--- config.mk ---
export PLATFORM = sky130hd
export DESIGN_NAME = pool_out_packer
export DESIGN_NICKNAME = d
export VERILOG_FILES = /design/src/rtl/pool_pkg.sv /design/src/rtl/sync_fifo.sv /design/src/rtl/pool_out_packer.sv
export SDC_FILE = /design/constraint.sdc
export NUM_CORES = 1
export LEC_CHECK = 0
export CORE_MARGIN = 10
export CORE_UTILIZATION = 28
export CTS_CLUSTER_DIAMETER = 150
export CTS_CLUSTER_SIZE = 25
export DETAILED_ROUTE_END_ITERATION = 10
export SETUP_SLACK_MARGIN = 0.3
export SYNTH_ARGS = -nofsm -noshare
export SYNTH_HDL_FRONTEND = slang
export SYNTH_SLANG_ARGS = --single-unit
--- constraint.sdc ---
create_clock -name i_clk -period 8.6 [get_ports i_clk]
set_input_delay 1.72 -clock i_clk [delete_from_list [all_inputs] [get_ports i_clk]]
set_output_delay 1.72 -clock i_clk [all_outputs]
set_load 0.01 [all_outputs]
--- src/rtl/pool_pkg.sv ---
// rtl/pool_pkg.sv - shared constants for the max-pool output packer
package pool_pkg;

    localparam int POOL_DATA_WIDTH = 16;
    localparam int MAX_POOL_DIM    = 208;
    localparam int POOL_DIM_WIDTH  = $clog2(MAX_POOL_DIM + 1);
    localparam int PIX_CNT_W       = 16;

    typedef logic [1:0] pool_state_t;

    localparam pool_state_t ST_IDLE  = 2'd0;
    localparam pool_state_t ST_RUN   = 2'd1;
    localparam pool_state_t ST_DRAIN = 2'd2;

endpackage

--- src/rtl/sync_fifo.sv ---
// rtl/sync_fifo.sv - show-ahead synchronous FIFO with extra-bit full/empty pointers
module sync_fifo
    import pool_pkg::*;
#(
    parameter int WIDTH = 2 * POOL_DATA_WIDTH + 3,
    parameter int DEPTH = 16
) (
    input  logic             i_clk,
    input  logic             i_rst,
    input  logic             i_push,
    input  logic [WIDTH-1:0] i_push_data,
    output logic             o_full,
    input  logic             i_pop,
    output logic [WIDTH-1:0] o_pop_data,
    output logic             o_empty
);

    localparam int AW = $clog2(DEPTH);

    logic [WIDTH-1:0] mem [DEPTH];
    logic [AW:0]      wr_ptr;
    logic [AW:0]      rd_ptr;
    logic             do_pop;
    logic             do_push;

    assign o_empty    = (wr_ptr == rd_ptr);
    assign o_full     = (wr_ptr[AW] != rd_ptr[AW]) && (wr_ptr[AW-1:0] == rd_ptr[AW-1:0]);
    assign do_pop     = i_pop && !o_empty;
    // A full FIFO still takes a push when the head leaves in the same cycle.
    assign do_push    = i_push && (!o_full || do_pop);
    assign o_pop_data = mem[rd_ptr[AW-1:0]];

    // Storage array; contents are only meaningful between the pointers.
    always_ff @(posedge i_clk) begin
        if (do_push) begin
            mem[wr_ptr[AW-1:0]] <= i_push_data;
        end
    end

    // Pointer advance; reset discards all entries.
    always_ff @(posedge i_clk) begin
        if (i_rst) begin
            wr_ptr <= '0;
            rd_ptr <= '0;
        end else begin
            if (do_push) begin
                wr_ptr <= wr_ptr + (AW+1)'(1);
            end
            if (do_pop) begin
                rd_ptr <= rd_ptr + (AW+1)'(1);
            end
        end
    end

endmodule

--- src/rtl/pool_out_packer.sv ---
// rtl/pool_out_packer.sv - packs pooled pixel pairs into 32-bit stream words; POOL_PACK_STATS_EN adds a stall counter
module pool_out_packer
    import pool_pkg::*;
#(
    parameter int DATA_WIDTH = POOL_DATA_WIDTH,
    parameter int FIFO_DEPTH = 16,
    parameter int DIM_WIDTH  = POOL_DIM_WIDTH
) (
    input  logic                    i_clk,
    input  logic                    i_rst,
    input  logic                    i_start,
    input  logic [DIM_WIDTH-1:0]    i_out_width,
    input  logic [DIM_WIDTH-1:0]    i_out_height,
    input  logic [DATA_WIDTH-1:0]   i_data,
    input  logic                    i_valid,
    output logic [2*DATA_WIDTH-1:0] o_tdata,
    output logic [1:0]              o_tkeep,
    output logic                    o_tlast,
    output logic                    o_tvalid,
    input  logic                    i_tready,
    output logic                    o_busy,
    output logic                    o_done,
`ifdef POOL_PACK_STATS_EN
    output logic [15:0]             o_stall_cnt,
`endif
    output logic                    o_overflow
);

    localparam int FW = 2 * DATA_WIDTH + 3;

    pool_state_t              state;
    logic [PIX_CNT_W-1:0]     total;
    logic [PIX_CNT_W-1:0]     pix_cnt;
    logic                     half;
    logic [DATA_WIDTH-1:0]    pack_lo;
    logic                     last_lost;
    logic [2*DIM_WIDTH-1:0]   dim_prod;

    logic                     beat;
    logic                     last_beat;
    logic                     push;
    logic [FW-1:0]            push_word;
    logic                     pop;
    logic                     drop;
    logic                     fifo_full;
    logic                     fifo_empty;
    logic [FW-1:0]            head;
    logic                     head_last;

    assign dim_prod  = (2*DIM_WIDTH)'(i_out_width) * (2*DIM_WIDTH)'(i_out_height);
    assign beat      = (state == ST_RUN) && i_valid;
    assign last_beat = (pix_cnt == total - PIX_CNT_W'(1));
    assign pop       = !fifo_empty && i_tready;
    // The pool stage cannot be stalled, so a word arriving at a full FIFO is lost.
    assign drop      = push && fifo_full && !pop;
    assign head_last = head[FW-1];

    // Word assembly: pairs go out as {later, earlier}; an odd final pixel goes out alone.
    always_comb begin
        push      = 1'b0;
        push_word = {1'b0, 2'b11, i_data, pack_lo};
        if (beat) begin
            if (half) begin
                push      = 1'b1;
                push_word = {last_beat, 2'b11, i_data, pack_lo};
            end else if (last_beat) begin
                push      = 1'b1;
                push_word = {1'b1, 2'b01, {DATA_WIDTH{1'b0}}, i_data};
            end
        end
    end

    sync_fifo #(
        .WIDTH (FW),
        .DEPTH (FIFO_DEPTH)
    ) u_fifo (
        .i_clk       (i_clk),
        .i_rst       (i_rst),
        .i_push      (push),
        .i_push_data (push_word),
        .o_full      (fifo_full),
        .i_pop       (pop),
        .o_pop_data  (head),
        .o_empty     (fifo_empty)
    );

    assign o_tvalid = !fifo_empty;
    assign o_tdata  = fifo_empty ? '0 : head[2*DATA_WIDTH-1:0];
    assign o_tkeep  = fifo_empty ? 2'b00 : head[FW-2:FW-3];
    assign o_tlast  = !fifo_empty && head_last;

    // Frame control: arm on start, count beats, wait for the last word to leave.
    always_ff @(posedge i_clk) begin
        if (i_rst) begin
            state      <= ST_IDLE;
            total      <= '0;
            pix_cnt    <= '0;
            half       <= 1'b0;
            pack_lo    <= '0;
            last_lost  <= 1'b0;
            o_busy     <= 1'b0;
            o_done     <= 1'b0;
            o_overflow <= 1'b0;
        end else begin
            o_done <= 1'b0;
            case (state)
                ST_IDLE: begin
                    if (i_start) begin
                        total      <= PIX_CNT_W'(dim_prod);
                        pix_cnt    <= '0;
                        half       <= 1'b0;
                        last_lost  <= 1'b0;
                        o_overflow <= 1'b0;
                        o_busy     <= 1'b1;
                        state      <= ST_RUN;
                    end
                end
                ST_RUN: begin
                    if (i_valid) begin
                        pix_cnt <= pix_cnt + PIX_CNT_W'(1);
                        if (!half) begin
                            pack_lo <= i_data;
                        end
                        half <= !half;
                        if (last_beat) begin
                            half      <= 1'b0;
                            last_lost <= drop;
                            state     <= ST_DRAIN;
                        end
                    end
                end
                ST_DRAIN: begin
                    // A dropped last word can never be handshaken, so finish at once.
                    if (last_lost || (pop && head_last)) begin
                        o_done <= 1'b1;
                        o_busy <= 1'b0;
                        state  <= ST_IDLE;
                    end
                end
                default: begin
                    state <= ST_IDLE;
                end
            endcase
            if (drop) begin
                o_overflow <= 1'b1;
            end
        end
    end

`ifdef POOL_PACK_STATS_EN
    // Back-pressure statistics: cycles the consumer refuses a ready word during a frame.
    always_ff @(posedge i_clk) begin
        if (i_rst) begin
            o_stall_cnt <= '0;
        end else if ((state == ST_IDLE) && i_start) begin
            o_stall_cnt <= '0;
        end else if (o_busy && o_tvalid && !i_tready && (o_stall_cnt != 16'hFFFF)) begin
            o_stall_cnt <= o_stall_cnt + 16'd1;
        end
    end
`endif

endmodule

==> flow_metrics.py <==
metrics = {
    "hold_path": {
        "hold_path.class": "reg -> reg",
    },
    "synthesis": {
        "yosys.area.top_type_share_pct": 61.4,
        "yosys.area.top_type": "edfxtp_1",
        "seq_area_frac_synth_pct": 66.6,
        "yosysUniqueCellTypes": 69,
        "synthFlopType": "edfxtp_1",
        "async_reset_ff_share_pct": 0,
        "syn_nets": 1688,
        "syn-mean-instance-area_um2": 16.9,
        "yosysWarnings": 0,
        "netlist_instances": 1572,
        "syn_area_um2": 26600,
        "synth-edff-count": 544,
        "synth_area_leaders": "edfxtp_1 (61%), mux4_2 (12%), dfxtp_1 (5.2%)",
        "synth-seq-cells": 613,
    },
    "power_and_ir_drop": {
        "p_int_w": 0.00419,
        "combPwrFrac_pct": 12.8,
        "clkPwrFrac_pct": 27.7,
        "finalPower_w": 0.00552,
        "leakage_nw": 9.32,
        "switching_share_pct": 24.1,
        "ir_worst_vdd_v": 0.000151,
        "power_frac_seq_pct": 59.5,
        "switching_power_w": 0.00133,
        "power_density_nw_per_um2": 186,
    },
    "critical_path": {
        "path_max_fanout": 102,
        "crit_required_ns": 6.88,
        "worst-setup-path-type": "reg -> out",
        "critPathLaunchType": "flop",
        "arrival_ns": 4.31,
        "end_kind": "output port",
    },
    "global_route": {
        "grt_pass1_wl_um": 90700,
        "track_usage_pct": 10.9,
        "grt_max_degree": 103,
        "grt_pass1_vias": 14589,
        "antenna_found_initial": 4,
        "globalRouteOverflowTotal": 0,
    },
    "clock_tree": {
        "clock_latency_ns": 0.63,
        "cts_tree": "built",
        "ctsHoldBuffers": 0,
        "numCtsBuffers": 28,
        "cts_resized": 0,
        "cts.sinks": 613,
        "clockBufferDepth": 3,
        "post_cts.repair.setup_buffers": 0,
        "clkSlewWorstSetupHoldPaths_ns": 0.10,
        "cts-root-buf": "clkbuf_16",
        "cts_htree_levels": 1,
    },
    "sta": {
        "rsz0062_at_grt": "no",
        "slew_headroom_pct": 28.5,
        "fmax_mhz": 166,
        "slew_viol_final": 0,
        "finalHoldViolCount": 0,
        "fin_crit_sh_pct": 70.1,
        "fin_crit_ns": 6.03,
        "finalSetupTns_ns": 0,
        "setup_violations": 0,
        "worst_hold_slack_ns": 0.461,
        "finalClockSkew_ns": 0.0334,
        "max_slew.worst_pin.slew_ns": 1.07,
    },
    "placement": {
        "io_buffers": 75,
        "hpwlAfterDp_um": 34700,
        "dpl_cell_area_um2": 28800,
        "place.gp.congestion": 0.837,
    },
    "floorplanning": {
        "dieArea_um2": 108000,
        "fp.coreArea_um2": 93700,
        "initial_utilization_pct": 28.4,
        "io_pins": 76,
        "die_y_um": 328,
        "rows": 112,
        "fp.dieW_um": 328,
    },
    "flow_run": {
        "drv_cap": 0,
    },
    "cells_and_area": {
        "nets": 1740,
        "drive_above_1_share_pct": 14.9,
        "diodes": 0,
        "fin_area_um2": 29600,
        "area_growth_pct": 11.5,
    },
    "drt": {
        "via_count": 13941,
        "wl_per_cell_um": 20.8,
        "final_antenna_net_count": 0,
        "drt_iter0_markers": 1240,
        "drc": 0,
        "wl_um": 60400,
        "dr.pass1.iters": 5,
        "viasPerCell": 4.81,
    },
    "run_status": {
        "status": "finished, final reports clean",
    },
}
flip-flops by register name, summed over array words and instances (netlist names), 2 cells and up, named ones only:
signal         cells
u_fifo.mem       544
pack_lo           16
pix_cnt           16
u_fifo.wr_ptr      5
u_fifo.rd_ptr      5
state              2
total             16
logic make-up after synthesis:
group | synth area share (%)
compound gates | 4.09
xor+xnor | 1.61
fa+ha+maj | 4.73
buf+inv | 2.05
flops | 66.6
mux | 13.9
simple gates | 7.04
final cells by class:
cell class              count  area (um2)
fillers                  9018       64100
well taps                1254        1570
repair buffers             98         931
clock buffers              50         783
inverters                  59         221
flip-flops and latches    613       17700
clock inverters             2        46.3
multi-input cells         824        8370
placed cells by master, fill, tap and decap left out, types with 25 or more instances in the layout:
cell	netlist	routed
dfxtp_1	69	65
a211oi_1	70	70
nor2b_1	39	38
fa_1	36	36
xnor2_1	25	25
nand2_1	96	96
ha_1	43	43
mux2i_1	35	35
clkbuf_16	0	28
a21oi_1	49	49
clkdlybuf4s50_1	0	74
edfxtp_1	544	544
and2_1	67	67
mux4_2	137	137
nor2_1	50	50
inv_1	59	59
metal layers:
metal  routed length [um]  vias to the layer above  share of wire [%]  GRT usage (%)
li1                     -                     6165                  -              -
met1                26700                     7304                 44           14.9
met2                28600                      391                 47           18.1
met3                 3960                       73                6.6           1.84
met4                 1090                        8                1.8           2.12
met5                   49                        -              0.081              0
synth_stat cells (3+ instances only):
cell / n
a211oi_1: 70
buf_6: 3
mux4_2: 137
clkbuf_1: 47
buf_1: 18
nand3_1: 11
or3_1: 7
xor2_1: 24
and2_1: 67
mux2_1: 3
a21o_1: 3
nand2b_1: 3
nand3b_1: 6
nor2_1: 50
a21oi_1: 49
nor3_1: 13
mux2i_1: 35
or2_2: 3
nor4_1: 4
nand4_1: 11
buf_2: 6
nand4b_1: 3
inv_1: 59
fa_1: 36
dfxtp_1: 69
edfxtp_1: 544
nand2_1: 96
nor2b_1: 39
xnor2_1: 25
nor3b_1: 3
ha_1: 43
and3_1: 20
mux2_4: 14
o21ai_0: 6
worst paths after layout:
kind / from / endpoint / slack [ns] / cells past startpoint
setup / recovery: flop / o_tdata[22] / 2.57 / 6
hold / removal: pack_lo[1] / pack_lo[1] / 0.46 / 2
setup reg to reg: total[0] / u_fifo.mem[14][3] / 4.26 / 11
hold reg to reg: pack_lo[1] / pack_lo[1] / 0.46 / 2
power by group through the flow:
stage                     Sequential [W]  Combinational [W]  Clock, W
final                            0.00329           0.000704   0.00153
after global routing             0.00329           0.000796   0.00167
after CTS                        0.00329           0.000714   0.00157
after detailed placement         0.00335           0.000710         0
after global placement           0.00335           0.000698         0
after floorplan                  0.00333           0.000555         0
worst max-delay path, cell delays in order, from the launching register on:
cell             delay [ns]
dfxtp_4                0.84
buf_12                 0.70
mux4_2                 0.38
nor2b_1                0.17
a211oi_1               0.07
a211oi_1               0.73
clkdlybuf4s50_1        0.69
metrics by stage:
step                setup slack (ns)  instances  util (%)
floorplan                       3.19       1572         -
global placement                2.38       2848      30.7
detailed placement              2.33       2848      30.7
CTS                             2.52       2900      31.6
global route                    2.28       2900      31.6
finish                          2.57       2900      31.6
No activity file was read; power rests on OpenSTA's default activity.
